--- config.mk ---
export PLATFORM = sky130hd
export DESIGN_NAME = serial_sub_ctrl
export DESIGN_NICKNAME = d
export VERILOG_FILES = /design/src/rtl/serial_sub_ctrl.sv
export SDC_FILE = /design/constraint.sdc
export NUM_CORES = 1
export LEC_CHECK = 0
export CELL_PAD_IN_SITES_DETAIL_PLACEMENT = 1
export CELL_PAD_IN_SITES_GLOBAL_PLACEMENT = 1
export CORE_ASPECT_RATIO = 0.6
export CORE_MARGIN = 4
export CORE_UTILIZATION = 41
export CTS_CLUSTER_SIZE = 12
export DETAILED_ROUTE_END_ITERATION = 10
export PLACE_DENSITY = 0.82
export SYNTH_ARGS = -nofsm -noshare
export SYNTH_HDL_FRONTEND = slang
export SYNTH_SLANG_ARGS = --single-unit
--- constraint.sdc ---
create_clock -name clk -period 2.4 [get_ports clk]
set_clock_uncertainty 0.15 [all_clocks]
set_input_delay 0.48 -clock clk [delete_from_list [all_inputs] [get_ports clk]]
set_output_delay 0.48 -clock clk [all_outputs]
set_load 0.1 [all_outputs]
--- src/rtl/serial_sub_ctrl.sv ---
// Bit-serial a - b - bin through one full-subtractor cell, LSB first; done pulses WIDTH+1 edges after start.
// No backpressure: start is only taken in IDLE, and a requester that is not ready simply waits there.
module serial_sub_ctrl #(
  parameter int WIDTH = 8
) (
  input  logic             clk,
  input  logic             rst_n,
  input  logic             start,
  input  logic             abort,
  input  logic [WIDTH-1:0] a,
  input  logic [WIDTH-1:0] b,
  input  logic             bin,
  output logic             busy,
  output logic             done,
  output logic [WIDTH-1:0] D,
  output logic             B
);

  localparam int CW = $clog2(WIDTH);

  localparam logic [1:0] S_IDLE = 2'd0;
  localparam logic [1:0] S_RUN  = 2'd1;
  localparam logic [1:0] S_DONE = 2'd2;

  logic [1:0]       r_state;
  logic [WIDTH-1:0] r_sa;
  logic [WIDTH-1:0] r_sb;
  logic             r_br;
  logic [CW-1:0]    r_cnt;
  logic [WIDTH-1:0] r_d;
  logic             r_b;

  logic             w_d;
  logic             w_bout;
  logic             w_last;
  logic [WIDTH-1:0] w_sa_nxt;

  // Shared full-subtractor cell on the current LSBs
  assign w_d    = r_sa[0] ^ r_sb[0] ^ r_br;
  assign w_bout = (~r_sa[0] & r_br) | (~r_sa[0] & r_sb[0]) | (r_sb[0] & r_br);
  assign w_last = (r_cnt == CW'(WIDTH - 1));

  // Difference bits fill the minuend register from the top as its bits are consumed,
  // so after WIDTH shifts it holds the full result.
  assign w_sa_nxt = {w_d, r_sa[WIDTH-1:1]};

  always_ff @(posedge clk or negedge rst_n) begin
    if (!rst_n) begin
      r_state <= S_IDLE;
      r_sa    <= '0;
      r_sb    <= '0;
      r_br    <= 1'b0;
      r_cnt   <= '0;
      r_d     <= '0;
      r_b     <= 1'b0;
    end else begin
      case (r_state)
        S_IDLE: begin
          if (start) begin
            r_sa    <= a;
            r_sb    <= b;
            r_br    <= bin;
            r_cnt   <= '0;
            r_state <= S_RUN;
          end
        end
        S_RUN: begin
          if (abort) begin
            r_state <= S_IDLE;
          end else begin
            r_sa  <= w_sa_nxt;
            r_sb  <= r_sb >> 1;
            r_br  <= w_bout;
            r_cnt <= r_cnt + 1'b1;
            if (w_last) begin
              r_d     <= w_sa_nxt;
              r_b     <= w_bout;
              r_state <= S_DONE;
            end
          end
        end
        S_DONE:  r_state <= S_IDLE;
        default: r_state <= S_IDLE;
      endcase
    end
  end

  assign busy = (r_state == S_RUN);
  assign done = (r_state == S_DONE);
  assign D    = r_d;
  assign B    = r_b;

endmodule

==> summary.md, run 1 <==
| Metric | Value |
|---|---|
| Outcome | `finished clean` |
| # diodes | `0` |
| WL per Instance | `about 17 um` |
| FMAX | `about 0.46 GHz` |
| PostCTS Resize Cnt | `0` |
| Area grow syn2layout | `31.2%` |
| Synthesized Nets | `between 100 and 150` |
| Power after layout | `between 2 and 2.5 mW` |
| Peak VDD IR | `between 0.4 and 0.5 mV` |
| Tightest Hold Check Type | `reg -> reg` |
| Largest net degree at the start of global routing | `32` |
| Most common cell after layout, fill and taps aside | `dfrtp_1` |
| Setup repair after global routing missed its margin | `false` |
| Mapped Area | `between 1500 and 2000 um2` |
| Initial antenna violation count | `0` |
| CP Cell Sequence | `nand2b_1 > inv_6 > buf_12` |
| First-pass GRT wire length | `5450 um` |
| Initial DRC count | `16` |
| Vias in the first global route | `between 1000 and 1500` |
| Worst setup margin | `roughly 0.22 ns` |
| CP Depth | `3` |
| Pwr/cell area | `1120 nW/um2` |
| Via count | `between 900 and 1000` |
| Cts bufs inserted | `5` |
| Utilization after layout | `58.8%` |
| Critical path arrival | `~1.6 ns` |
| Post-detail-place hpwl | `about 2400 um` |
| Pin slew with the least headroom to its limit | `around 0.40 ns` |
| Crit path kind | `reg -> out` |
| Unique masters post-synth | `24` |
| Hold Buf Count CTS | `0` |
| Fin Setup TNS | `0 ns` |
| Longest Clk Path Bufs | `2` |
| Post-route insts no fill | `around 190` |
| R2r startpoint | `r_state[1]` |
| Crit path buffers/inverters | `2` |
| Total gr overflow | `0` |
| FF-to-FF setup slack | `roughly 0.42 ns` |
| Router iterations before antenna repair | `4` |
| Period utilization | `around nine tenths` |
| Post-Layout Inst Area | `around 2000 um2` |
| Critical path destination | `busy` |
| Max Slew Vio Count | `0` |
| Worst path max stage delay | `0.45 ns` |
| Core ar. | `between 3000 and 4000 um2` |
| Pleak | `0.940 nW` |
| Fin. Hold Viols | `0` |
| FP Rows | `16` |
| # setup viols final | `0` |
| Post-DP Area | `approximately 1900 um2` |
| # port buffers | `31` |
| DRT antenna net count | `0` |
| Hold Crit Depth | `1` |
| Worst R2R Path Depth | `4` |
| Register area share after synthesis | `between 50 and 60%` |
| CP startpoint kind | `register` |
| Max Cap Violations | `0` |
| Critical path peak fanout | `17` |
| Root Buffer | `clkbuf_8` |
| Clock sinks | `31` |
| Chip height | `approximately 55 um` |
| Worst-Skew Late Latency | `about 0.27 ns` |
| Cells after DPL | `around 180` |
| Min Tclk post-route | `2.18 ns` |
| Pre-CTS setup slack | `~0.21 ns` |
| Syn Inst Count | `between 100 and 150` |
| Post-route DRC | `0` |
| Syn_area_per_cell | `14.7 um2` |
| Io pins | `32` |
| Yosys Warn Count | `0` |
| Slowest stage cell, crit path | `dfrtp_1` |
| Share of layout cells above drive strength 1 | `between 40% and 50%` |
| Clock transition at path regs | `~0.07 ns` |
| CTS tree | `done` |
| Global placer's final weighted congestion | `a little over 0.7` |
| GR Util All Layers | `roughly 15%` |
| Post-Route WL | `~3200 um` |
| CP startpoint | `r_state[1]` |
| Hold_ws | `approximately 0.36 ns` |
| Crit path max-delay family | `buffers and inverters` |
| H-tree Lvls | `2` |
| Yosys reg bits | `31` |
| Crit. End Element | `output port` |
| R2r endpoint | `D[6]` |
| Die ar. | `4790 um2` |
| Die Wd | `between 80 and 90 um` |
| Req. time, crit path | `1.77 ns` |
| Most frequent cells in the layout | `31 x dfrtp_1, 25 x mux2_2, 20 x clkdlybuf4s50_1` |
| Relative slew slack | `~73%` |
| Final nets | `about 170` |
| Initial core utilization | `44.8%` |
| Drt via density | `5.03` |
| Setup bufs post-CTS | `0` |
flip-flops by register name, summed over array words and instances, names as in the netlist:
name / count
r_br: 1
r_sb: 8
D: 8
r_sa: 8
B: 1
r_cnt: 3
r_state: 2
power breakdown:
group	total [mW]	internal [mW]	switching, mW
combinational	0.871	0.418	0.453
sequential	0.843	0.711	0.132
clock	0.524	0.336	0.188
total	2.24	1.46	0.773
cells in the mapped netlist:
cell,number,share of area (%)
nor3b_1,1,0.49
buf_12,1,1.3
a21oi_1,1,0.33
and2b_1,1,0.49
buf_6,1,0.74
nor2b_1,1,0.41
inv_6,1,0.57
mux2_4,12,12
buf_2,1,0.33
nand2b_1,3,1.2
buf_4,1,0.49
mux2_2,25,18
inv_1,6,1.5
o21ai_0,1,0.33
a21oi_4,1,1.1
mux2i_1,6,3.9
dfrtp_1,31,51
o22ai_1,1,0.41
mux2_1,1,0.74
ha_1,2,1.6
nand2_1,3,0.74
fa_1,1,1.3
nor2_1,1,0.25
o22a_1,1,0.57
cell families (layout without fill, tap and decap cells):
logic type,after synthesis,count (layout),synth area share [%]
AO/OA/AOI/OAI,5,5,2.71
buffers and inverters,11,49,4.92
multiplexers,44,44,34.9
AND/OR/NAND/NOR,10,10,3.61
flip-flops,31,31,50.9
adder cells (fa/ha/maj),3,3,2.95
layer usage:
layer	up-vias	wire [um]	track usage, %
met2	23	1580	23.9
met5	-	0	0
li1	431	-	-
met1	479	1430	18.9
met3	7	166	5.65
met4	0	48	6.00
worst reg2reg max path, stage by stage, from the launching register on:
cell      delay, ns
dfrtp_1        0.45
nand2b_1       0.35
nor3b_1        0.30
buf_4          0.25
mux2_2         0.37
cell type report:
class                   count  area, um2
clock inverters             2       35.0
clock buffers               6       82.6
repair buffers             34        343
flip-flops and latches     31        776
multi-input cells          62        677
inverters                   7       31.3
well taps                  45       56.3
fillers                   338       1400
worst min-delay path by stage:
stage / startpoint / end
6_report: r_sb[5] / r_sb[5]
4_1_cts: D[2] / D[2]
3_3_place_gp: r_sb[5] / r_sb[5]
2_1_floorplan: rst_n / B
5_1_grt: r_sb[5] / r_sb[5]
3_5_place_dp: r_sb[1] / r_sb[1]
Note: power is estimated with default switching activity, not from simulation.
==> run 2: changes to the inputs <==
--- a/config.mk
+++ b/config.mk
@@ -5,12 +5,13 @@
 export SDC_FILE = /design/constraint.sdc
 export NUM_CORES = 1
 export LEC_CHECK = 0
+export ABC_AREA = 1
 export CELL_PAD_IN_SITES_DETAIL_PLACEMENT = 1
 export CELL_PAD_IN_SITES_GLOBAL_PLACEMENT = 1
 export CORE_ASPECT_RATIO = 0.6
 export CORE_MARGIN = 4
-export CORE_UTILIZATION = 41
-export CTS_CLUSTER_SIZE = 12
+export CORE_UTILIZATION = 37
+export CTS_CLUSTER_SIZE = 28
 export DETAILED_ROUTE_END_ITERATION = 10
 export PLACE_DENSITY = 0.82
 export SYNTH_ARGS = -nofsm -noshare
==> run 2 against run 1 <==
Effect of this change: via count grew 51%; largest cell class unchanged; clock power grew 4%; synthesized cell count grew 93%; critical endpoint is now done; global-route usage grew 1.5 points; highest routed layer unchanged; setup slack gained 0.13 ns; design area grew 4.1%; register-to-register slack gained 0.30 ns; maximum frequency grew 6.4%; non-clock buffer count grew 6; combinational power shrank 43%; sequential power shrank 14%.
==> summary.md, run 2 <==
| Metric | Value |
|---|---|
| WL per Instance | `13.8 um (was 17.2 um)` |
| Yosys Warn Count | `0 (unchanged)` |
| Root Buffer | `clkbuf_8 (unchanged)` |
| Syn Inst Count | `201 (was 104)` |
| Core ar. | `4120 um2 (was 3400 um2)` |
| Pin slew with the least headroom to its limit | `0.407 ns (was 0.401 ns)` |
| Fin. Hold Viols | `0 (unchanged)` |
| Total gr overflow | `0 (unchanged)` |
| Critical path arrival | `1.42 ns (was 1.55 ns)` |
| Relative slew slack | `72.8% (was 73.2%)` |
| Top cells by count, synth | `90 x nand2_1, 46 x nand3_1, 31 x dfrtp_1, 5 x buf_2, 5 x nor2_1 (was 31 x dfrtp_1, 25 x mux2_2, 12 x mux2_4, 6 x inv_1, 6 x mux2i_1)` |
| FMAX | `0.487 GHz (was 0.458 GHz)` |
| NetSw | `0.606 mW (was 0.773 mW)` |
| Fill count | `520 (was 338)` |
| Most frequent cell after synthesis | `nand2_1 (was dfrtp_1)` |
| Worst-Skew Late Latency | `0.29 ns (was 0.27 ns)` |
| Setup bufs post-CTS | `0 (unchanged)` |
| Yosys reg bits | `31 (unchanged)` |
| Cells after DPL | `290 (was 179)` |
| Ys async rst share | `100% (unchanged)` |
| Hold EP | `D[3] (was r_sb[5])` |
| Period utilization | `85.5% (was 91.0%)` |
| R2r endpoint | `r_sb[7] (was D[6])` |
| Most frequent cells in the layout | `90 x nand2_1, 46 x nand3_1, 31 x dfrtp_1 (was 31 x dfrtp_1, 25 x mux2_2, 20 x clkdlybuf4s50_1)` |
| GR Util All Layers | `16.7% (was 15.2%)` |
| Tightest Hold Check Type | `reg -> reg (unchanged)` |
| PostCTS Resize Cnt | `0 (unchanged)` |
| FP Rows | `18 (was 16)` |
| Int Power | `1.16 mW (was 1.46 mW)` |
| Post-detail-place hpwl | `2930 um (was 2380 um)` |
| DRT antenna net count | `0 (unchanged)` |
| Min Tclk post-route | `2.05 ns (was 2.18 ns)` |
| Post-synthesis compound-gate area fraction | `0.315% (was 2.71%)` |
| Io pins | `32 (unchanged)` |
| Chip height | `58.8 um (was 55.2 um)` |
| Largest family of logic cells by synthesized area | `simple AND/OR/NAND/NOR gates (was multiplexers)` |
| Unique masters post-synth | `18 (was 24)` |
| Outcome | `finished clean (unchanged)` |
| Pwr/cell area | `850 nW/um2 (was 1120 nW/um2)` |
| Post-Route WL | `4120 um (was 3220 um)` |
| Largest net degree at the start of global routing | `32 (unchanged)` |
| Comb pwr share | `28.1% (was 38.9%)` |
| Setup repair after global routing missed its margin | `false (unchanged)` |
| Via count | `1416 (was 940)` |
| Pleak | `1.13 nW (was 0.940 nW)` |
| Max Slew Vio Count | `0 (unchanged)` |
| Syn_area_per_cell | `7.91 um2 (was 14.7 um2)` |
| Hold Crit Depth | `2 (was 1)` |
| Mapped Area | `1590 um2 (was 1530 um2)` |
| CP startpoint kind | `register (unchanged)` |
| Critical path peak fanout | `12 (was 17)` |
| Peak VDD IR | `0.348 mV (was 0.490 mV)` |
| Post-Synth Adder-Cell Area | `2.83% (was 2.95%)` |
| Mux contribution to synthesized area | `0% (was 34.9%)` |
| Req. time, crit path | `1.77 ns (about the same)` |
| Clock power share | `30.7% (was 23.4%)` |
| Hold path startpoint | `D[3] (was r_sb[5])` |
| Crit. End Element | `output port (unchanged)` |
| # setup viols final | `0 (unchanged)` |
| Initial antenna violation count | `0 (unchanged)` |
| Post-synth top area cell | `dfrtp_1 (unchanged)` |
| Simple-Gate Fraction of Synth Area | `41.3% (was 3.61%)` |
| Hold Buf Count CTS | `0 (unchanged)` |
| Longest Clk Path Bufs | `2 (unchanged)` |
| Share of layout cells above drive strength 1 | `16.4% (was 43.7%)` |
| Crit path kind | `reg -> out (unchanged)` |
| Synthesized Nets | `225 (was 128)` |
| First-pass GRT wire length | `7060 um (was 5450 um)` |
| Power after layout | `1.77 mW (was 2.24 mW)` |
| Drt via density | `4.75 (was 5.03)` |
| EDFF count, synth | `0 (unchanged)` |
| Sw frac | `34.2% (was 34.5%)` |
| Die Wd | `92.6 um (was 86.7 um)` |
| Worst R2R Path Depth | `5 (was 4)` |
| Final nets | `261 (was 165)` |
| Post-route DRC | `0 (unchanged)` |
| Top-area cell type share of the netlist area | `48.8% (was 50.9%)` |
| Max Cap Violations | `0 (unchanged)` |
| Seq pwr share | `41.2% (was 37.7%)` |
| Top post-synthesis cells by area | `dfrtp_1 49%, nand2_1 21%, nand3_1 14% (was dfrtp_1 51%, mux2_2 18%, mux2_4 12%)` |
| Register area share after synthesis | `48.8% (was 50.9%)` |
| Worst setup margin | `0.347 ns (was 0.216 ns)` |
| Initial core utilization | `38.6% (was 44.8%)` |
| Global placer's final weighted congestion | `0.765 (was 0.706)` |
| CTS tree | `done (unchanged)` |
| Fin Setup TNS | `0 ns (unchanged)` |
| Clock sinks | `31 (unchanged)` |
| Cts bufs inserted | `5 (unchanged)` |
| Post-route insts no fill | `298 (was 187)` |
| Initial DRC count | `77 (was 16)` |
| R2r startpoint | `r_state[0] (was r_state[1])` |
| Most common cell after layout, fill and taps aside | `nand2_1 (was dfrtp_1)` |
| # diodes | `0 (unchanged)` |
| Pre-CTS setup slack | `0.487 ns (was 0.208 ns)` |
| # port buffers | `31 (unchanged)` |
| Prevailing post-synth register cell | `dfrtp_1 (unchanged)` |
| Die ar. | `5440 um2 (was 4790 um2)` |
| Router iterations before antenna repair | `4 (unchanged)` |
| Area grow syn2layout | `31.0% (was 31.2%)` |
| FF-to-FF setup slack | `0.72 ns (was 0.42 ns)` |
| Clock transition at path regs | `0.07 ns (about the same)` |
| Post-Synth XOR/XNOR Area | `0% (unchanged)` |
| Vias in the first global route | `1420 (was 1099)` |
| H-tree Lvls | `2 (unchanged)` |
-- run 2: layer usage --
| metal | wire [um] | global-route usage, % |
|---|---|---|
| met2 | 1780 | 25.3 |
| met3 | 180 | 3.83 |
| met4 | 48 | 4.44 |
| met1 | 2120 | 24.2 |
| met5 | 0 | 0 |
-- run 2: cells by family after synthesis --
family                   count (synthesis)
buffers and inverters                   19
AO/OA/AOI/OAI                            1
adder cells (fa/ha/maj)                  3
flip-flops                              31
AND/OR/NAND/NOR                        147
-- run 2: worst max-delay path by stage --
stage,to,startpoint,slack [ns],depth (start not counted)
3_3_place_gp,r_sb[2],abort,0.52,6
3_5_place_dp,r_sa[3],abort,0.49,6
6_report,done,r_state[1],0.35,4
5_1_grt,done,r_state[1],0.28,4
4_1_cts,done,r_state[1],0.34,4
2_1_floorplan,done,r_state[0],0.26,3
-- run 2: through the flow --
stage | util (%) | hold WS, ns | instance area [um2]
4_1_cts | 50.5 | 0.344 | 2080
2_1_floorplan | - | 0.0344 | 1590
5_1_grt | 50.5 | 0.364 | 2080
3_3_place_gp | 47.7 | 0.313 | 1960
3_5_place_dp | 47.7 | 0.326 | 1960
6_report | 50.5 | 0.334 | 2080
-- run 2: layout make-up --
| cell class | instances | area (um2) | share of cell area [%] |
|---|---|---|---|
| Clock buffer | 6 | 82.6 | 3.97 |
| Multi-Input combinational cell | 151 | 708 | 34.0 |
| Clock inverter | 2 | 35.0 | 1.68 |
| Timing Repair Buffer | 40 | 375 | 18.0 |
| Tap cell | 60 | 75.1 | 3.61 |
| Sequential cell | 31 | 776 | 37.3 |
| Inverter | 8 | 30.0 | 1.44 |
-- run 2: power groups by stage --
stage / combinational [mW] / sequential [mW] / clock, mW
2_1_floorplan: 0.330 / 0.739 / 0
3_3_place_gp: 0.483 / 0.731 / 0
3_5_place_dp: 0.501 / 0.736 / 0
4_1_cts: 0.504 / 0.727 / 0.552
5_1_grt: 0.566 / 0.741 / 0.579
6_report: 0.497 / 0.729 / 0.543
-- run 2: critical path: stages (launching register included) --
cell	delay, ns
dfrtp_1	0.44
inv_2	0.16
buf_4	0.20
nor2_2	0.13
buf_12	0.19
==> run 3: changes to the inputs <==
--- a/config.mk
+++ b/config.mk
@@ -10,10 +10,11 @@
 export CELL_PAD_IN_SITES_GLOBAL_PLACEMENT = 1
 export CORE_ASPECT_RATIO = 0.6
 export CORE_MARGIN = 4
-export CORE_UTILIZATION = 37
+export CORE_UTILIZATION = 45
 export CTS_CLUSTER_SIZE = 28
 export DETAILED_ROUTE_END_ITERATION = 10
-export PLACE_DENSITY = 0.82
+export DONT_BUFFER_PORTS = 1
+export PLACE_DENSITY = 0.8
 export SYNTH_ARGS = -nofsm -noshare
 export SYNTH_HDL_FRONTEND = slang
 export SYNTH_SLANG_ARGS = --single-unit
==> run 3 against run 2 <==
Effect of this change: via count decreased by 3.6%; register-to-register slack got worse by 0.11 ns; clock power decreased by 0.7%; design area decreased by 12%; maximum frequency decreased by 3.8%; sequential cell count unchanged; hold slack got worse by 0.13 ns; cell count decreased by 13%; clock-buffer cell count unchanged; setup slack got worse by 0.080 ns; critical path depth decreased by 1; non-clock buffer count decreased by 24; largest cell class unchanged; largest power group unchanged.
==> summary.md, run 3 (synthesis gave the netlist of run 2 again) <==
| Metric | Value |
|---|---|
| Outcome | `finished clean (unchanged)` |
| Total gr overflow | `0 (unchanged)` |
| # setup viols final | `0 (unchanged)` |
| H-tree Lvls | `2 (unchanged)` |
| Io pins | `32 (unchanged)` |
| Worst setup margin | `0.267 ns (was 0.347 ns)` |
| Sw frac | `34.9% (was 34.2%)` |
| Int Power | `1.12 mW (was 1.16 mW)` |
| # port buffers | `0 (was 31)` |
| Critical path peak fanout | `13 (was 12)` |
| Via count | `1365 (was 1416)` |
| Clock power share | `31.2% (was 30.7%)` |
| CTS tree | `done (unchanged)` |
| Crit. End Element | `output port (unchanged)` |
| Share of layout cells above drive strength 1 | `15.9% (was 16.4%)` |
| Critical path arrival | `1.50 ns (was 1.42 ns)` |
| Final nets | `237 (was 261)` |
| Chip height | `54.0 um (was 58.8 um)` |
| Min Tclk post-route | `2.13 ns (was 2.05 ns)` |
| FP Rows | `16 (was 18)` |
| # diodes | `0 (unchanged)` |
| Relative slew slack | `67.8% (was 72.8%)` |
| Longest Clk Path Bufs | `2 (unchanged)` |
| Crit path kind | `reg -> out (unchanged)` |
| Post-Route WL | `4110 um (was 4120 um)` |
| Post-detail-place hpwl | `2800 um (was 2930 um)` |
| Cts bufs inserted | `5 (unchanged)` |
| Initial antenna violation count | `0 (unchanged)` |
| Hold_ws | `0.200 ns (was 0.334 ns)` |
| Setup repair after global routing missed its margin | `false (unchanged)` |
| Area grow syn2layout | `14.7% (was 31.0%)` |
| Post-route insts no fill | `259 (was 298)` |
| Pleak | `1.03 nW (was 1.13 nW)` |
| Fin Setup TNS | `0 ns (unchanged)` |
| Vias in the first global route | `1430 (was 1420)` |
| Max Slew Vio Count | `0 (unchanged)` |
| Core ar. | `3320 um2 (was 4120 um2)` |
| Cells after DPL | `249 (was 290)` |
| PostCTS Resize Cnt | `0 (unchanged)` |
| Pin slew with the least headroom to its limit | `0.484 ns (was 0.407 ns)` |
| Post-route DRC | `0 (unchanged)` |
| FMAX | `0.469 GHz (was 0.487 GHz)` |
| Max Cap Violations | `0 (unchanged)` |
| Most frequent cells in the layout | `90 x nand2_1, 46 x nand3_1, 31 x dfrtp_1 (unchanged)` |
| Initial DRC count | `97 (was 77)` |
| Fin. Hold Viols | `0 (unchanged)` |
| Die Wd | `84.7 um (was 92.6 um)` |
| Pre-CTS setup slack | `0.608 ns (was 0.487 ns)` |
| GR Util All Layers | `20.1% (was 16.7%)` |
| Initial core utilization | `47.8% (was 38.6%)` |
| WL per Instance | `15.9 um (was 13.8 um)` |
| Tightest Hold Check Type | `in -> reg (was reg -> reg)` |
| Global placer's final weighted congestion | `0.760 (was 0.765)` |
| First-pass GRT wire length | `6870 um (was 7060 um)` |
| Clock transition at path regs | `0.06 ns (was 0.07 ns)` |
| Clock sinks | `31 (unchanged)` |
| Period utilization | `88.9% (was 85.5%)` |
| Most common cell after layout, fill and taps aside | `nand2_1 (unchanged)` |
| Worst-Skew Late Latency | `0.29 ns (about the same)` |
| Comb pwr share | `26.2% (was 28.1%)` |
| Router iterations before antenna repair | `4 (unchanged)` |
| Seq pwr share | `42.5% (was 41.2%)` |
| Die ar. | `4580 um2 (was 5440 um2)` |
| Req. time, crit path | `1.77 ns (about the same)` |
| CP startpoint kind | `register (unchanged)` |
| FF-to-FF setup slack | `0.61 ns (was 0.72 ns)` |
| NetSw | `0.601 mW (was 0.606 mW)` |
| Drt via density | `5.27 (was 4.75)` |
| Root Buffer | `clkbuf_8 (unchanged)` |
| Largest net degree at the start of global routing | `32 (unchanged)` |
| DRT antenna net count | `0 (unchanged)` |
| Pwr/cell area | `946 nW/um2 (was 850 nW/um2)` |
| Peak VDD IR | `0.488 mV (was 0.348 mV)` |
| Power after layout | `1.72 mW (was 1.77 mW)` |
run 3: worst paths after layout:
path	cells after the start	to	start
max	3	done	r_state[0]
min	2	r_sb[7]	b[7]
max reg2reg	5	r_sb[0]	r_state[0]
min reg2reg	2	D[7]	D[7]
max in group asynchronous	2	D[7]	rst_n
min in group asynchronous	2	r_cnt[2]	rst_n
run 3: area by class of cell:
cell class	instances	area [um2]
Multi-Input combinational cell	151	708
Timing Repair Buffer	16	135
Sequential cell	31	776
Clock buffer	6	82.6
Tap cell	45	56.3
Inverter	8	30.0
Clock inverter	2	35.0
Fill cell	433	1500
run 3: stage by stage:
step,instance area (um2),utilization (%)
after floorplan,1590,-
after global placement,1680,50.4
after detailed placement,1680,50.4
after CTS,1820,54.9
after global routing,1820,54.9
final,1820,54.9
run 3: timing repair:
action                    4_1_cts  5_1_grt
hold buffers                    2        0
hold endpoints to repair       31        0
setup buffers                   0        0
run 3: power by group through the flow:
| stage | logic, mW | registers (mW) | clock network (mW) |
|---|---|---|---|
| after floorplan | 0.330 | 0.739 | 0 |
| after global placement | 0.407 | 0.729 | 0 |
| after detailed placement | 0.434 | 0.739 | 0 |
| after CTS | 0.458 | 0.730 | 0.545 |
| after global routing | 0.507 | 0.743 | 0.571 |
| final | 0.452 | 0.733 | 0.539 |
run 3: worst max-delay path: stages (launching register included):
cell,delay [ns]
dfrtp_1,0.55
buf_4,0.26
nor2_2,0.11
buf_4,0.29
run 3: layer usage:
metal  global-route usage, %  vias to the layer above  share of wire (%)
li1                        -                      665                  -
met1                    25.0                      650                 45
met2                    34.5                       41                 48
met3                    5.50                        9                5.5
met4                    7.11                        0                1.5
met5                       0                        -                  0
